**config.mk**
```make
export PLATFORM = sky130hd
export DESIGN_NAME = stack_n
export DESIGN_NICKNAME = d
export VERILOG_FILES = /design/src/rtl/stack_n_pkg.sv /design/src/rtl/stack_n.sv
export SDC_FILE = /design/constraint.sdc
export NUM_CORES = 1
export LEC_CHECK = 0
export ABC_CLOCK_PERIOD_IN_PS = 2450
export CAP_MARGIN = 20
export CORE_ASPECT_RATIO = 1.2
export CORE_UTILIZATION = 35
export DETAILED_ROUTE_END_ITERATION = 10
export PLACE_DENSITY = 0.56
export SETUP_SLACK_MARGIN = 0.2
export SLEW_MARGIN = 20
export SYNTH_ARGS = -nofsm -noshare
export SYNTH_HDL_FRONTEND = slang
export SYNTH_SLANG_ARGS = --single-unit
```
**constraint.sdc**
```tcl
create_clock -name clk -period 2.45 [get_ports clk]
set_input_delay 0.3675 -clock clk [delete_from_list [all_inputs] [get_ports clk]]
set_output_delay 0.3675 -clock clk [all_outputs]
set_load 0.02 [all_outputs]
```
**src/rtl/stack_n_pkg.sv**
```systemverilog
// Shared constants for the parametrised return-address stack: command
// encodings, overflow-mode selectors and the default entry width.
package stack_n_pkg;

    localparam int PC_WIDTH = 11;

    localparam int STK_MODE_WRAP = 0;
    localparam int STK_MODE_SAT  = 1;

    typedef enum logic [1:0] {
        STK_NOP  = 2'b00,
        STK_PUSH = 2'b01,
        STK_POP  = 2'b10,
        STK_REPL = 2'b11
    } stk_cmd_e;

endpackage

```
**src/rtl/stack_n.sv**
```systemverilog
// Return-address stack with configurable depth, wrap or saturate overflow,
// replace-top command and sticky overflow/underflow status.
module stack_n
    import stack_n_pkg::*;
#(
    parameter int PC_WIDTH = stack_n_pkg::PC_WIDTH,
    parameter int DEPTH    = 2,
    parameter int MODE     = STK_MODE_WRAP
) (
    input  logic                       clk,
    input  logic                       rst,
    input  logic [1:0]                 commandIn,
    input  logic [PC_WIDTH-1:0]        in,
    input  logic                       clrErr,
    output logic [PC_WIDTH-1:0]        topOut,
    output logic [$clog2(DEPTH+1)-1:0] count,
    output logic                       empty,
    output logic                       full,
    output logic                       overflow,
    output logic                       underflow
);

    localparam int PW = $clog2(DEPTH);
    localparam int CW = $clog2(DEPTH+1);
    localparam logic [PW-1:0] P_ONE   = PW'(1);
    localparam logic [CW-1:0] C_ONE   = CW'(1);
    localparam logic [CW-1:0] C_DEPTH = CW'(DEPTH);
    localparam bit IS_WRAP = (MODE == STK_MODE_WRAP);

    if (DEPTH < 2 || (DEPTH & (DEPTH - 1)) != 0) begin : g_bad_depth
        $error("stack_n: DEPTH must be a power of two and at least 2");
    end

    logic [PW-1:0]       ptr_reg, ptr_next;
    logic [CW-1:0]       count_reg, count_next;
    logic                overflow_reg, overflow_next;
    logic                underflow_reg, underflow_next;
    logic                wr_en;
    logic [PW-1:0]       wr_addr;
    logic [PC_WIDTH-1:0] level_q [DEPTH];
    logic                is_empty, is_full;
    logic                set_ovf, set_unf;
    stk_cmd_e            cmd;

    assign cmd      = stk_cmd_e'(commandIn);
    assign is_empty = (count_reg == '0);
    assign is_full  = (count_reg == C_DEPTH);

    // Each level is its own register with a decoded write enable.
    for (genvar gi = 0; gi < DEPTH; gi++) begin : g_level
        logic [PC_WIDTH-1:0] lvl_reg;
        always_ff @(posedge clk) begin
            if (rst) begin
                lvl_reg <= '0;
            end else if (wr_en && wr_addr == PW'(gi)) begin
                lvl_reg <= in;
            end
        end
        assign level_q[gi] = lvl_reg;
    end

    always_comb begin
        ptr_next   = ptr_reg;
        count_next = count_reg;
        wr_en      = 1'b0;
        wr_addr    = ptr_reg;
        set_ovf    = 1'b0;
        set_unf    = 1'b0;
        unique case (cmd)
            STK_PUSH: begin
                if (!is_full) begin
                    wr_en      = 1'b1;
                    ptr_next   = ptr_reg + P_ONE;
                    count_next = count_reg + C_ONE;
                end else begin
                    set_ovf = 1'b1;
                    if (IS_WRAP) begin
                        wr_en    = 1'b1;
                        ptr_next = ptr_reg + P_ONE;
                    end
                end
            end
            STK_POP: begin
                if (!is_empty) begin
                    ptr_next   = ptr_reg - P_ONE;
                    count_next = count_reg - C_ONE;
                end else begin
                    set_unf = 1'b1;
                    if (IS_WRAP) begin
                        ptr_next = ptr_reg - P_ONE;
                    end
                end
            end
            STK_REPL: begin
                wr_en = 1'b1;
                if (is_empty) begin
                    // An empty stack has no top to replace, so REPL acts as PUSH.
                    ptr_next   = ptr_reg + P_ONE;
                    count_next = count_reg + C_ONE;
                end else begin
                    wr_addr = ptr_reg - P_ONE;
                end
            end
            default: ;
        endcase
        overflow_next  = set_ovf | (overflow_reg  & ~clrErr);
        underflow_next = set_unf | (underflow_reg & ~clrErr);
    end

    always_ff @(posedge clk) begin
        if (rst) begin
            ptr_reg       <= '0;
            count_reg     <= '0;
            overflow_reg  <= 1'b0;
            underflow_reg <= 1'b0;
        end else begin
            ptr_reg       <= ptr_next;
            count_reg     <= count_next;
            overflow_reg  <= overflow_next;
            underflow_reg <= underflow_next;
        end
    end

    assign topOut    = level_q[ptr_reg - P_ONE];
    assign count     = count_reg;
    assign empty     = is_empty;
    assign full      = is_full;
    assign overflow  = overflow_reg;
    assign underflow = underflow_reg;

endmodule

```
==> impl_metrics.toml, run 1 <==
[floorplanning]
initial_utilization_pct = 37.5
dieWidth_um = 59.7
ios = 33
rows = 24
die_area_um2 = 4250
die_y_um = 71.2
core_um2 = 3720

[timing]
finalClockSkew_ps = 6.51
hold_viol = 0
post-route-period-util_pct = 86.8
fmax_ghz = 0.470
fin_tns_setup_ps = 0
rsz0062_at_grt = "false"
min_period_ps = 2130
slew_headroom_pct = 78.4
drv_slew = 0
worst-slew-pin-transition_ps = 324
setup_viol = 0

[drt]
dr.pass1.iters = 4
drt-initial-drc-count = 48
wl_met2_um = 1350
wl_met3_um = 114
routedWlPerCell_um = 12.2
via_per_inst = 4.61
top_layer = "met4"
drc_errors = 0
vias = 1004
drt-total-wl_um = 2660
postRouteAntennaNets = 0
m1WireLength_um = 1150

[logic_synthesis]
synthFlopType = "dfxtp_1"
synth_edf_count = 0
synth_cell_types = 24
synth_area_um2 = 1400
synth-async-reset-ratio_pct = 0
syn_avg_cell_area_um2 = 10.2
synth_largest_area_cell = "dfxtp_1"
synth-seq-cells = 27
syn_inst = 137
synth_mux_area_share_pct = 28.5
synth_compound_area_share_pct = 5.02
synth_area_leaders = "dfxtp_1 (39%), mux2i_1 (16%), nand2b_1 (15%), mux2_2 (8.9%), ha_1 (3.6%)"
synth_fp_nets = 157
synth-xor-area-share_pct = 0
post-synth-top-area-fraction_pct = 38.7
yosysSeqAreaShare_pct = 38.7
synth_fa_ha_area_share_pct = 3.58
yosysWarningCount = 0
synth_simple_gate_area_share_pct = 19.3
synth_top_family_by_area = "multiplexers"

[setup_path]
r2r_start = "count[1]"
worstSetupStartpointType = "register"
cp.arrival_ps = 1760
crit_path_start = "ptr_reg"
required_ps = 2080
worstPathMaxFanout = 15
ff2ff_setup_slack_ps = 1050
worstSetupPathType = "reg -> out"
reg2reg_to = "g_level[1].lvl_reg[3]"
r2r_cells = 4
cp-end-kind = "output pin"

[clock_tree]
h-tree-depth = 1
cts_setup_buffers = 0
cts_num_sinks = 27
path_clk_slew_ps = 90
clockBufferDepth = 2
clock_latency_ps = 270
ctsHoldBuffers = 0
numCtsBuffers = 3
cts_resized = 0
cts_root_buf = "clkbuf_8"
cts_tree = "built"

[place]
io_buffer_count = 32
dpl.hpwl_um = 1850
dpl_cell_area_um2 = 1740
gp_congestion = 0.757

[final_layout]
drive_above_1_share_pct = 12.0
syn_to_final_growth_pct = 28.0
final_net_count = 187
n_antenna_cell = 0
largest_reg_flops = 22
postLayoutCellArea_um2 = 1790

[hold_path]
holdCritPathClass = "reg -> reg"
min_delay_worst_endpoint = "g_level[0].lvl_reg[0]"
hold_path_startpoint = "g_level[0].lvl_reg[0]"
min_path_cells = 2

[outcome]
status = "complete, no violations"

[global_route]
grt_start_max_net_pins = 39
grt_pass1_wl_um = 4510
antenna_found_initial = 0
grt_overflow = 0
grt_pass1_vias = 1055
grtUsageTotal_pct = 14.0

[power_and_ir_drop]
p_leak_nw = 0.774
peakVddDrop_mv = 0.260
pwr_density_cell_nw_per_um2 = 568

[flow_run]
cap_viol_max_count = 0
logic make-up (layout without fill, tap and decap cells):
| group | Yosys count | after routing |
|---|---|---|
| muxes | 37 | 37 |
| AOI/OAI and AO/OA | 12 | 12 |
| DFF | 27 | 27 |
| adders and majority gates | 4 | 4 |
| buffers and inverters | 13 | 42 |
| and+or+nand+nor | 44 | 44 |
cell type report:
| cell class | instances | area, µm² |
|---|---|---|
| Clock buffer | 4 | 45.0 |
| Fill cell | 390 | 1940 |
| Inverter | 4 | 15.0 |
| Multi-Input combinational cell | 97 | 787 |
| Sequential cell | 27 | 541 |
| Tap cell | 52 | 65.1 |
| Timing Repair Buffer | 34 | 335 |
metrics by stage:
step                hold WS [ps]  util [%]  setup slack, ps  cells  power [mW]
floorplan                    449         -              899    137       0.689
global route                 498      48.0              245    218        1.08
detailed placement           463      46.8              299    214       0.782
global placement             457      46.8              347    214       0.777
CTS                          480      48.0              294    218        1.03
finish                       475      48.0              323    218        1.02
critical path, cell delays in order (launching register included):
cell,delay [ps]
dfxtp_1,320
buf_4,240
mux2_2,370
clkdlybuf4s50_1,550
power by group:
group	internal (mW)	switching (mW)
Combinational	0.146	0.127
Sequential	0.475	0.0206
Clock	0.116	0.131
Total	0.737	0.279
synthesized netlist by cell type (2+ instances only):
cell type and n:
mux2_2 11, clkbuf_1 5, dfxtp_1 27, nor2_1 4
nor2b_1 2, buf_6 2, inv_1 4, o21ai_0 3
a21oi_1 5, mux2i_1 23, nand2b_1 34, mux2_4 2
ha_1 4
worst max path at each step:
stage | depth (start not counted) | slack, ps | to
CTS | 3 | 290 | topOut[5]
global route | 3 | 250 | topOut[5]
detailed placement | 5 | 300 | g_level[0].lvl_reg[9]
finish | 3 | 320 | topOut[5]
global placement | 5 | 350 | g_level[0].lvl_reg[3]
floorplan | 3 | 900 | topOut[0]
metal layers:
layer	track usage, %	up-vias
met5	0	-
met4	5.43	0
met3	3.29	5
li1	-	517
met1	16.1	456
met2	24.3	26
placed cells by master (no fill, tap or decap):
| master | netlist | routed |
|---|---|---|
| a211oi_1 | 1 | 1 |
| a21oi_1 | 5 | 5 |
| and2b_1 | 1 | 1 |
| buf_4 | 1 | 2 |
| clkbuf_1 | 5 | 1 |
| clkbuf_8 | 0 | 3 |
| clkdlybuf4s50_1 | 0 | 32 |
| dfxtp_1 | 27 | 27 |
| ha_1 | 4 | 4 |
| inv_1 | 4 | 4 |
| mux2_2 | 11 | 11 |
| mux2_4 | 2 | 2 |
| mux2i_1 | 23 | 23 |
| mux2i_2 | 1 | 1 |
| nand2b_1 | 34 | 34 |
| nand3_1 | 1 | 1 |
| nor2_1 | 4 | 4 |
| nor2_4 | 1 | 1 |
| nor2b_1 | 2 | 2 |
| nor3_1 | 1 | 1 |
| o2111ai_1 | 1 | 1 |
| o21ai_0 | 3 | 3 |
| o21ai_1 | 1 | 1 |
| o41ai_1 | 1 | 1 |
No activity file was read; power rests on OpenSTA's default activity.
==> run 2: changes to the inputs <==
--- a/config.mk
+++ b/config.mk
@@ -6,7 +6,7 @@
 export NUM_CORES = 1
 export LEC_CHECK = 0
 export ABC_CLOCK_PERIOD_IN_PS = 2450
-export CAP_MARGIN = 20
+export CAP_MARGIN = 0
 export CORE_ASPECT_RATIO = 1.2
 export CORE_UTILIZATION = 35
 export DETAILED_ROUTE_END_ITERATION = 10
==> results of run 2 <==
The final DEF is identical to that of run 1; final timing and power are the same.
